<file path="config.mk">
export PLATFORM = sky130hd
export DESIGN_NAME = addr_gen_bp_seq
export DESIGN_NICKNAME = d
export VERILOG_FILES = /design/src/rtl/addr_gen_bp_seq_pkg.sv /design/src/rtl/addr_gen_bp_seq_cnt_wrap.sv /design/src/rtl/addr_gen_bp_seq.sv
export SDC_FILE = /design/constraint.sdc
export NUM_CORES = 1
export LEC_CHECK = 0
export BUFFER_PORTS_ARGS = -buffer_cell sky130_fd_sc_hd__buf_2
export CAP_MARGIN = 15
export CORE_MARGIN = 2
export CORE_UTILIZATION = 58
export CTS_BUF_LIST = sky130_fd_sc_hd__clkbuf_8
export CTS_CLUSTER_SIZE = 12
export DETAILED_ROUTE_END_ITERATION = 8
export PLACE_DENSITY = 0.86
export SLEW_MARGIN = 20
export SYNTH_ARGS = -nofsm -noshare
export SYNTH_HDL_FRONTEND = slang
export SYNTH_SLANG_ARGS = --single-unit
</file>
<file path="constraint.sdc">
create_clock -name clk -period 3.25 [get_ports clk]
set_input_delay 0.65 -clock clk [delete_from_list [all_inputs] [get_ports clk]]
set_output_delay 0.65 -clock clk [all_outputs]
set_load 0.02 [all_outputs]
</file>
<file path="src/rtl/addr_gen_bp_seq_pkg.sv">
// Shared types and elaboration helpers for the LSTM backprop address sequencers.
package lstm_bp_pkg;

  typedef enum logic [1:0] {
    S_IDLE = 2'd0,
    S_RUN  = 2'd1,
    S_DONE = 2'd2
  } state_t;

  typedef enum logic {
    PH_WR = 1'b0,
    PH_RD = 1'b1
  } phase_t;

  // Bits needed to hold values 0..v-1, never less than one.
  function automatic int unsigned clog2(input int unsigned v);
    int unsigned r;
    r = 0;
    while ((64'd1 << r) < 64'(v)) r++;
    return (r == 0) ? 32'd1 : r;
  endfunction

  function automatic bit addr_range_ok(input int unsigned aw, input int unsigned base,
                                       input int unsigned nstep, input int unsigned ncell);
    return (nstep >= 1) && (ncell >= 1) && (aw >= 1) && (aw < 63) &&
           ((longint'(base) + longint'(nstep) * longint'(ncell)) <= (longint'(1) << aw));
  endfunction

endpackage

</file>
<file path="src/rtl/addr_gen_bp_seq_cnt_wrap.sv">
// Wrapping up-counter with a runtime wrap point bounded by a static maximum.
module cnt_wrap
  import lstm_bp_pkg::*;
#(
  parameter int unsigned WIDTH = 4,
  parameter int unsigned MAX   = 15
) (
  input  logic             clk,
  input  logic             rst,
  input  logic             clr,
  input  logic             inc,
  input  logic [WIDTH-1:0] max_dyn,
  output logic [WIDTH-1:0] q,
  output logic             wrap
);

  assign wrap = inc && ((q == max_dyn) || (q == WIDTH'(MAX)));

  always_ff @(posedge clk or negedge rst) begin
    if (!rst) begin
      q <= '0;
    end else if (clr) begin
      q <= '0;
    end else if (inc) begin
      q <= wrap ? '0 : q + 1'b1;
    end
  end

endmodule

</file>
<file path="src/rtl/addr_gen_bp_seq.sv">
// Read/write address sequencer for LSTM backprop buffers, walking cells per phase
// and timesteps forwards or backwards with start/done handshake and stall.
module addr_gen_bp_seq
  import lstm_bp_pkg::*;
#(
  parameter int unsigned ADDR_WIDTH = 12,
  parameter int unsigned NUM_CELL   = 8,
  parameter int unsigned NUM_STEP   = 4,
  parameter int unsigned DELAY_RD   = 3,
  parameter int unsigned DELAY_WR   = 2,
  parameter bit          RD_FIRST   = 1'b1,
  parameter bit          REVERSE    = 1'b1,
  parameter int unsigned BASE_ADDR  = 0
) (
  input  logic                  clk,
  input  logic                  rst,
  input  logic                  i_start,
  input  logic                  i_en,
  input  logic                  i_clr,
  output logic [ADDR_WIDTH-1:0] o_addr,
  output logic                  o_rd,
  output logic                  o_we,
  output logic                  o_valid,
  output logic                  o_busy,
  output logic                  o_done
);

  localparam int unsigned AW      = ADDR_WIDTH;
  localparam int unsigned DLY_MAX = (DELAY_RD > DELAY_WR) ? DELAY_RD : DELAY_WR;
  localparam int unsigned DLY_W   = clog2(DLY_MAX + 1);
  localparam int unsigned CELL_W  = clog2(NUM_CELL);
  localparam int unsigned STEP_W  = clog2(NUM_STEP);
  localparam logic [AW-1:0] FIRST_ADDR =
    AW'(BASE_ADDR + (REVERSE ? (NUM_STEP - 1) * NUM_CELL : 0));
  localparam phase_t FIRST_PH = RD_FIRST ? PH_RD : PH_WR;

  if (!addr_range_ok(ADDR_WIDTH, BASE_ADDR, NUM_STEP, NUM_CELL)) begin : g_range_err
    $fatal(1, "addr_gen_bp_seq: BASE_ADDR + NUM_STEP*NUM_CELL exceeds ADDR_WIDTH range");
  end

  state_t            state;
  phase_t            phase;
  logic [AW-1:0]     addr_q;
  logic [DLY_W-1:0]  dly_q;
  logic [DLY_W-1:0]  delay_cur;
  logic [CELL_W-1:0] cell_q;
  logic [CELL_W-1:0] cell_nxt;
  logic [STEP_W-1:0] step_q;
  logic [STEP_W-1:0] step_nxt;
  logic [AW-1:0]     idx_nxt;
  logic [AW-1:0]     addr_nxt;
  logic              adv;
  logic              dly_wrap;
  logic              cell_wrap;
  logic              step_inc;
  logic              step_wrap;

  assign delay_cur = (phase == PH_RD) ? DLY_W'(DELAY_RD) : DLY_W'(DELAY_WR);
  assign adv       = (state == S_RUN) && i_en && !i_clr;
  assign step_inc  = cell_wrap && (phase != FIRST_PH);

  cnt_wrap #(.WIDTH(DLY_W), .MAX(DLY_MAX)) u_dly (
    .clk     (clk),
    .rst     (rst),
    .clr     (i_clr),
    .inc     (adv),
    .max_dyn (delay_cur),
    .q       (dly_q),
    .wrap    (dly_wrap)
  );

  cnt_wrap #(.WIDTH(CELL_W), .MAX(NUM_CELL - 1)) u_cell (
    .clk     (clk),
    .rst     (rst),
    .clr     (i_clr),
    .inc     (dly_wrap),
    .max_dyn (CELL_W'(NUM_CELL - 1)),
    .q       (cell_q),
    .wrap    (cell_wrap)
  );

  cnt_wrap #(.WIDTH(STEP_W), .MAX(NUM_STEP - 1)) u_step (
    .clk     (clk),
    .rst     (rst),
    .clr     (i_clr),
    .inc     (step_inc),
    .max_dyn (STEP_W'(NUM_STEP - 1)),
    .q       (step_q),
    .wrap    (step_wrap)
  );

  // Address is registered from the counters' next values so it lines up with them.
  always_comb begin
    cell_nxt = cell_q;
    step_nxt = step_q;
    if (cell_wrap)     cell_nxt = '0;
    else if (dly_wrap) cell_nxt = cell_q + 1'b1;
    if (step_wrap)     step_nxt = '0;
    else if (step_inc) step_nxt = step_q + 1'b1;
    idx_nxt  = REVERSE ? (AW'(NUM_STEP - 1) - AW'(step_nxt)) : AW'(step_nxt);
    addr_nxt = AW'(BASE_ADDR) + idx_nxt * AW'(NUM_CELL) + AW'(cell_nxt);
  end

  always_ff @(posedge clk or negedge rst) begin
    if (!rst) begin
      state  <= S_IDLE;
      phase  <= FIRST_PH;
      addr_q <= FIRST_ADDR;
    end else if (i_clr) begin
      state  <= S_IDLE;
      phase  <= FIRST_PH;
      addr_q <= FIRST_ADDR;
    end else begin
      case (state)
        S_IDLE: if (i_start) state <= S_RUN;
        S_RUN: begin
          if (i_en) begin
            addr_q <= addr_nxt;
            if (cell_wrap) phase <= (phase == PH_RD) ? PH_WR : PH_RD;
            if (step_wrap) state <= S_DONE;
          end
        end
        default: state <= S_IDLE;
      endcase
    end
  end

  assign o_addr  = addr_q;
  assign o_rd    = (phase == PH_RD);
  assign o_valid = (state == S_RUN);
  assign o_busy  = (state != S_IDLE);
  assign o_done  = (state == S_DONE);
  assign o_we    = (state == S_RUN) && (phase == PH_WR) && (dly_q == delay_cur) && i_en;

endmodule
</file>
==> run_results.csv, run 1 <==
group,metric,value,unit
sta,skew,0.00160,ns
pwr,p_leak,0.000485,uW
sta,fmax,431,MHz
global_route,gr-usage-met3,0.0298,
global_route,grt_remaining_overflow,0,
sta,grt_setup_unrepaired,"no",
drt,wl_per_cell,13.7,um
drt,drt-total-wl,1660,um
cts,cts_tree,"built",
job,cap_violations,0,
cts,insertion_delay,0.25,ns
setup_path,slowest_delay,0.42,ns
pwr,total_power,396,uW
die,die_area,1840,um^2
synthesis,yosysTopAreaCellShare,0.342,
sta,setup_viol,0,
setup_path,cp_cell_sequence,"nand3b_1 > nor3b_1 > buf_2",
sta,final-hold-violation-count,0,
die,die_h,42.9,um
cts,cts_resized,0,
cts,cts_made_buffers,3,
synthesis,synth_most_common_cell,"dfrtp_1",
worst_hold_path,hp-class,"input pin to asynchronous set/reset pin",
sta,slew_viol_final,0,
global_route,grt_pass1_vias,679,
global_route,grt_max_degree,16,
synthesis,synth_ff_type,"dfrtp_1",
die,std_cell_rows,14,
placement,routabilityCongestion,0.806,
global_route,grt_antenna_before_repair,0,
cells_and_area,diodes,0,
setup_path,cp-end-kind,"primary output",
cts,clkTransAtPathRegs,0.06,ns
drt,drc,0,
placement,hpwl,1170,um
drt,antenna_left,0,
global_route,grtUsageMet1,0.248,
synthesis,synth.cell_area,878,um^2
cells_and_area,syn2layout_area_growth,9.54,%
placement,io_buffers,14,
setup_path,cpMaxStageDelayCell,"dfrtp_1",
die,coreArea,1450,um^2
synthesis,synth_common_cells,"dfrtp_1, nor2_1, a21oi_1",
cts,clock-root-buffer,"clkbuf_8",
setup_path,critPathArrivalTime,1.67,ns
setup_path,worstRegToRegCells,6,
drt,vias,694,
cells_and_area,layout-drive-gt1-share,0.229,
synthesis,synth_edf_count,0,
global_route,track_usage,0.215,
pwr,cellPowerDensity,412,nW/um^2
synthesis,ys_types,31,
status,status,"completed",
die,fp.dieW,42.9,um
cells_and_area,final_util,0.662,
cells_and_area,nets,115,
synthesis,yosysWarnings,0,
global_route,met2_usage,0.348,
die,io-pin-count,22,
cts,cts_hold_buffers,0,
setup_path,start_kind,"flop",
synthesis,synth_cells,92,
synthesis,yosys_register_bits,15,
synthesis,synthTopCellsByArea,"dfrtp_1, dfstp_2, buf_4",
sta,fin_crit_sh,0.714,
global_route,grt_pass1_wl,2860,um
cts,post_cts_buffers,0,
pwr,ir_drop,0.265,mV
sta,fin_crit,2.32,ns
setup_path,worst-setup-path-type,"flop to primary output",
cts,cts_buffer_depth,2,
synthesis,ys_seq_area_frac,0.432,
setup_path,critPathMaxFanout,12,
drt,drt_first_pass_iters,4,
global_route,busiest_layer,"met2",
sta,setup_tns,0,ns
die,start_util,0.604,
cts,clock_sinks,15,
cts,cts-htree-levels,1,
synthesis,ys_async_sr_fraction,1.00,
synthesis,yosys.area.top_type,"dfrtp_1",
drt,drt_iter0_markers,14,
synthesis,avgSynthCellArea,9.55,um^2
setup_path,worstPathRequired,2.60,ns
drt,via_per_inst,5.74,
worst max-delay path, delay by kind of cell (launching register included):
kind | cells | cell delay (ns)
buffers and inverters | 1 | 0.22
flip-flops | 1 | 0.42
AND/OR/NAND/NOR | 2 | 0.77
per-layer routing:
metal,vias up,part of all wire
met5,-,0
met4,0,0.038
met2,20,0.49
li1,333,-
met1,334,0.43
met3,7,0.041
sequential cells by signal, indices dropped and copies added, names as in the netlist:
signal / cells
o_addr: 5
u_cell.q: 3
state: 2
u_dly.q: 2
u_step.q: 2
o_rd: 1
stage by stage:
step                      setup WS [ns]  area [um^2]  std cells  hold slack, ns
after floorplan                    1.13          901         98           0.354
after global placement             1.12          916        117           0.491
after detailed placement           1.10          916        117           0.507
after CTS                         0.955          962        121           0.296
after global routing              0.839          962        121           0.310
final                             0.931          962        121           0.286
where the power goes:
part           total (uW)  switching (uW)  leakage [uW]  internal [uW]
clock network         156            70.7     0.0000255           85.1
logic                43.1            31.3      0.000264           11.8
registers             198            4.35      0.000196            193
total                 396             106      0.000485            290
cell usage in the layout, fill, tap and decap left out, types with 4 or more instances in the layout:
master and n:
buf_2 14, dfrtp_1 12, nor2_1 9, a21oi_1 8, nand2_1 7, conb_1 7
o21ai_0 6, nor2b_1 5, ha_1 4
path summary, 6_finish.rpt:
| kind | slack, ns | from | end |
|---|---|---|---|
| max | 0.93 | state[1] | o_we |
| min | 0.29 | rst | o_addr[2] |
| max reg2reg | 1.41 | u_cell.q[0] | o_addr[4] |
| min reg2reg | 0.52 | o_rd | o_rd |
| max in group asynchronous | 2.67 | rst | o_addr[4] |
| min in group clk | 0.52 | o_rd | o_rd |
kinds of logic after synthesis:
| group | synth area share |
|---|---|
| AO/OA/AOI/OAI | 0.148 |
| AND/OR/NAND/NOR | 0.207 |
| flip-flops | 0.432 |
| adder cells (fa/ha/maj) | 0.0570 |
| buffers and inverters | 0.0855 |
| XOR/XNOR | 0.0199 |
| other | 0.00427 |
| multiplexers | 0.0470 |
layout make-up:
type / instances / area (um^2)
Multi-Input combinational cell: 72 / 447
Sequential cell: 15 / 379
Clock buffer: 3 / 41.3
Timing Repair Buffer: 14 / 70.1
Fill cell: 109 / 492
Tap cell: 16 / 20.0
Clock inverter: 1 / 5.00
Note: power is estimated with default switching activity, not from simulation.
==> run 2, diff against run 1 <==
Settings changed: CORE_UTILIZATION 58 to 48, PLACE_DENSITY 0.86 to 0.76.
Clock period 3.25 ns to 2 ns, I/O delays scaled along.
==> run 2 against run 1 <==
Net effect: utilization shrank 8.9 points; flip-flop and latch count is the same; combinational power grew 71%; worst setup slack lost 0.76 ns; routed wire length is the same; first-iteration DRC count grew 57%; cell count grew 9.1%; sequential power grew 62%; non-clock buffer count grew 2; sequential share of layout area shrank 1.0 points; total power grew 61%; via count shrank 1.9%.
==> run_results.csv, run 2 (synthesis gave the netlist of run 1 again) <==
group,metric,value,unit
setup_path,critPathArrivalTime,1.43,ns
drt,drt_first_pass_iters,4,
cells_and_area,layout-drive-gt1-share,0.243,
drt,drt_iter0_markers,22,
sta,layout_setup_ws,0.173,ns
cells_and_area,final_cell_mix,"buf_2, dfrtp_1, nor2_1",
cells_and_area,final_util,0.572,
cts,clkTransAtPathRegs,0.06,ns
global_route,grt_max_degree,16,
sta,grt_setup_unrepaired,"no",
pwr,cellPowerDensity,647,nW/um^2
cells_and_area,largest_reg_flops,5,
pwr,ir_drop,0.319,mV
cts,clock_sinks,15,
pwr,total_power,639,uW
drt,wl_per_cell,12.6,um
placement,hpwl,1190,um
cells_and_area,diodes,0,
cts,cts_buffer_depth,2,
pwr,p_leak,0.000495,uW
cells_and_area,instances_no_fill,132,
sta,setup_viol,0,
sta,fin_crit,1.83,ns
die,die_h,46.8,um
sta,slew_viol_final,0,
sta,fmax,547,MHz
global_route,grt_pass1_wl,2760,um
sta,setup_tns,0,ns
cts,post_cts_buffers,0,
die,coreArea,1730,um^2
setup_path,r2r_start,"u_cell.q[0]",
die,fp.dieW,46.8,um
cells_and_area,final_common_cell,"buf_2",
cts,insertion_delay,0.24,ns
cts,clock-root-buffer,"clkbuf_8",
global_route,grt_pass1_vias,623,
placement,place_inst,128,
die,io-pin-count,22,
placement,routabilityCongestion,0.745,
cells_and_area,syn2layout_area_growth,12.5,%
cts,cts_made_buffers,3,
drt,drc,0,
drt,vias,681,
setup_path,path_depth,3,
setup_path,r2r_slack,0.22,ns
setup_path,cp_cell_sequence,"nand3b_1 > nor3b_1 > buf_2",
global_route,grt_antenna_before_repair,0,
sta,fin_crit_sh,0.913,
setup_path,critPathMaxFanout,7,
setup_path,worst-setup-path-type,"flop to primary output",
setup_path,worstPathRequired,1.60,ns
setup_path,path_buf_inv,1,
setup_path,cp-end-kind,"primary output",
sta,skew,0.000321,ns
cts,cts_hold_buffers,0,
status,status,"completed",
cts,cts-htree-levels,1,
die,die_area,2190,um^2
die,std_cell_rows,15,
job,cap_violations,0,
drt,drt-total-wl,1660,um
setup_path,start_kind,"flop",
setup_path,cpLargestDelayFamily,"simple AND/OR/NAND/NOR gates",
setup_path,slowest_delay,0.42,ns
global_route,grt_remaining_overflow,0,
cts,cts_resized,0,
placement,io_buffers,14,
setup_path,cpMaxStageDelayCell,"dfrtp_1",
setup_path,r2r-end,"o_addr[4]",
die,start_util,0.509,
global_route,track_usage,0.180,
drt,via_per_inst,5.16,
sta,final-hold-violation-count,0,
placement,dp_slack,0.239,ns
setup_path,worstRegToRegCells,6,
cells_and_area,nets,117,
worst_hold_path,hp-class,"input pin to asynchronous set/reset pin",
drt,antenna_left,0,
cts,cts_tree,"built",
==> run 2: cell count changes in the layout (fill, tap and decap cells not counted), sizes merged <==
| cell | delta |
|---|---|
| buf | +2 |
==> run 2: report_power, final <==
part / switching, uW / total, uW / internal, uW
combinational: 51.6 / 73.5 / 21.9
sequential: 6.72 / 321 / 314
clock: 107 / 245 / 138
==> run 2: layout make-up <==
type,count,area [um^2]
fillers,172,738
multi-input cells,72,447
flip-flops and latches,15,379
repair buffers,16,85.1
clock buffers,3,41.3
well taps,25,31.3
clock inverters,1,5.00
==> run 2: worst reg2reg max path, delay by kind of cell, from the launching register on <==
family,cells,cell delay [ns]
adder cells (fa/ha/maj),2,0.46
flip-flops,1,0.42
multiplexers,1,0.37
AO/OA/AOI/OAI,2,0.29
AND/OR/NAND/NOR,1,0.16
==> run 2: routing by layer <==
metal | part of all wire | GRT usage
met1 | 0.47 | 0.243
met2 | 0.47 | 0.279
met3 | 0.042 | 0.0346
met4 | 0.017 | 0.0833
met5 | 0 | 0
==> run 2: how the worst max path moves through the flow <==
stage | to | slack (ns) | start
after floorplan | o_we | 0.30 | state[1]
after global placement | o_addr[4] | 0.33 | u_cell.q[0]
after detailed placement | o_addr[4] | 0.24 | u_cell.q[0]
after CTS | o_we | 0.19 | state[1]
after global routing | o_we | 0.02 | state[1]
final | o_we | 0.17 | state[1]
==> run 2: per-stage QoR <==
stage,area [um^2],hold WS (ns)
finish,988,0.0490
floorplan,901,0.104
detailed placement,942,0.323
global placement,942,0.323
global route,988,0.0678
CTS,988,0.0558
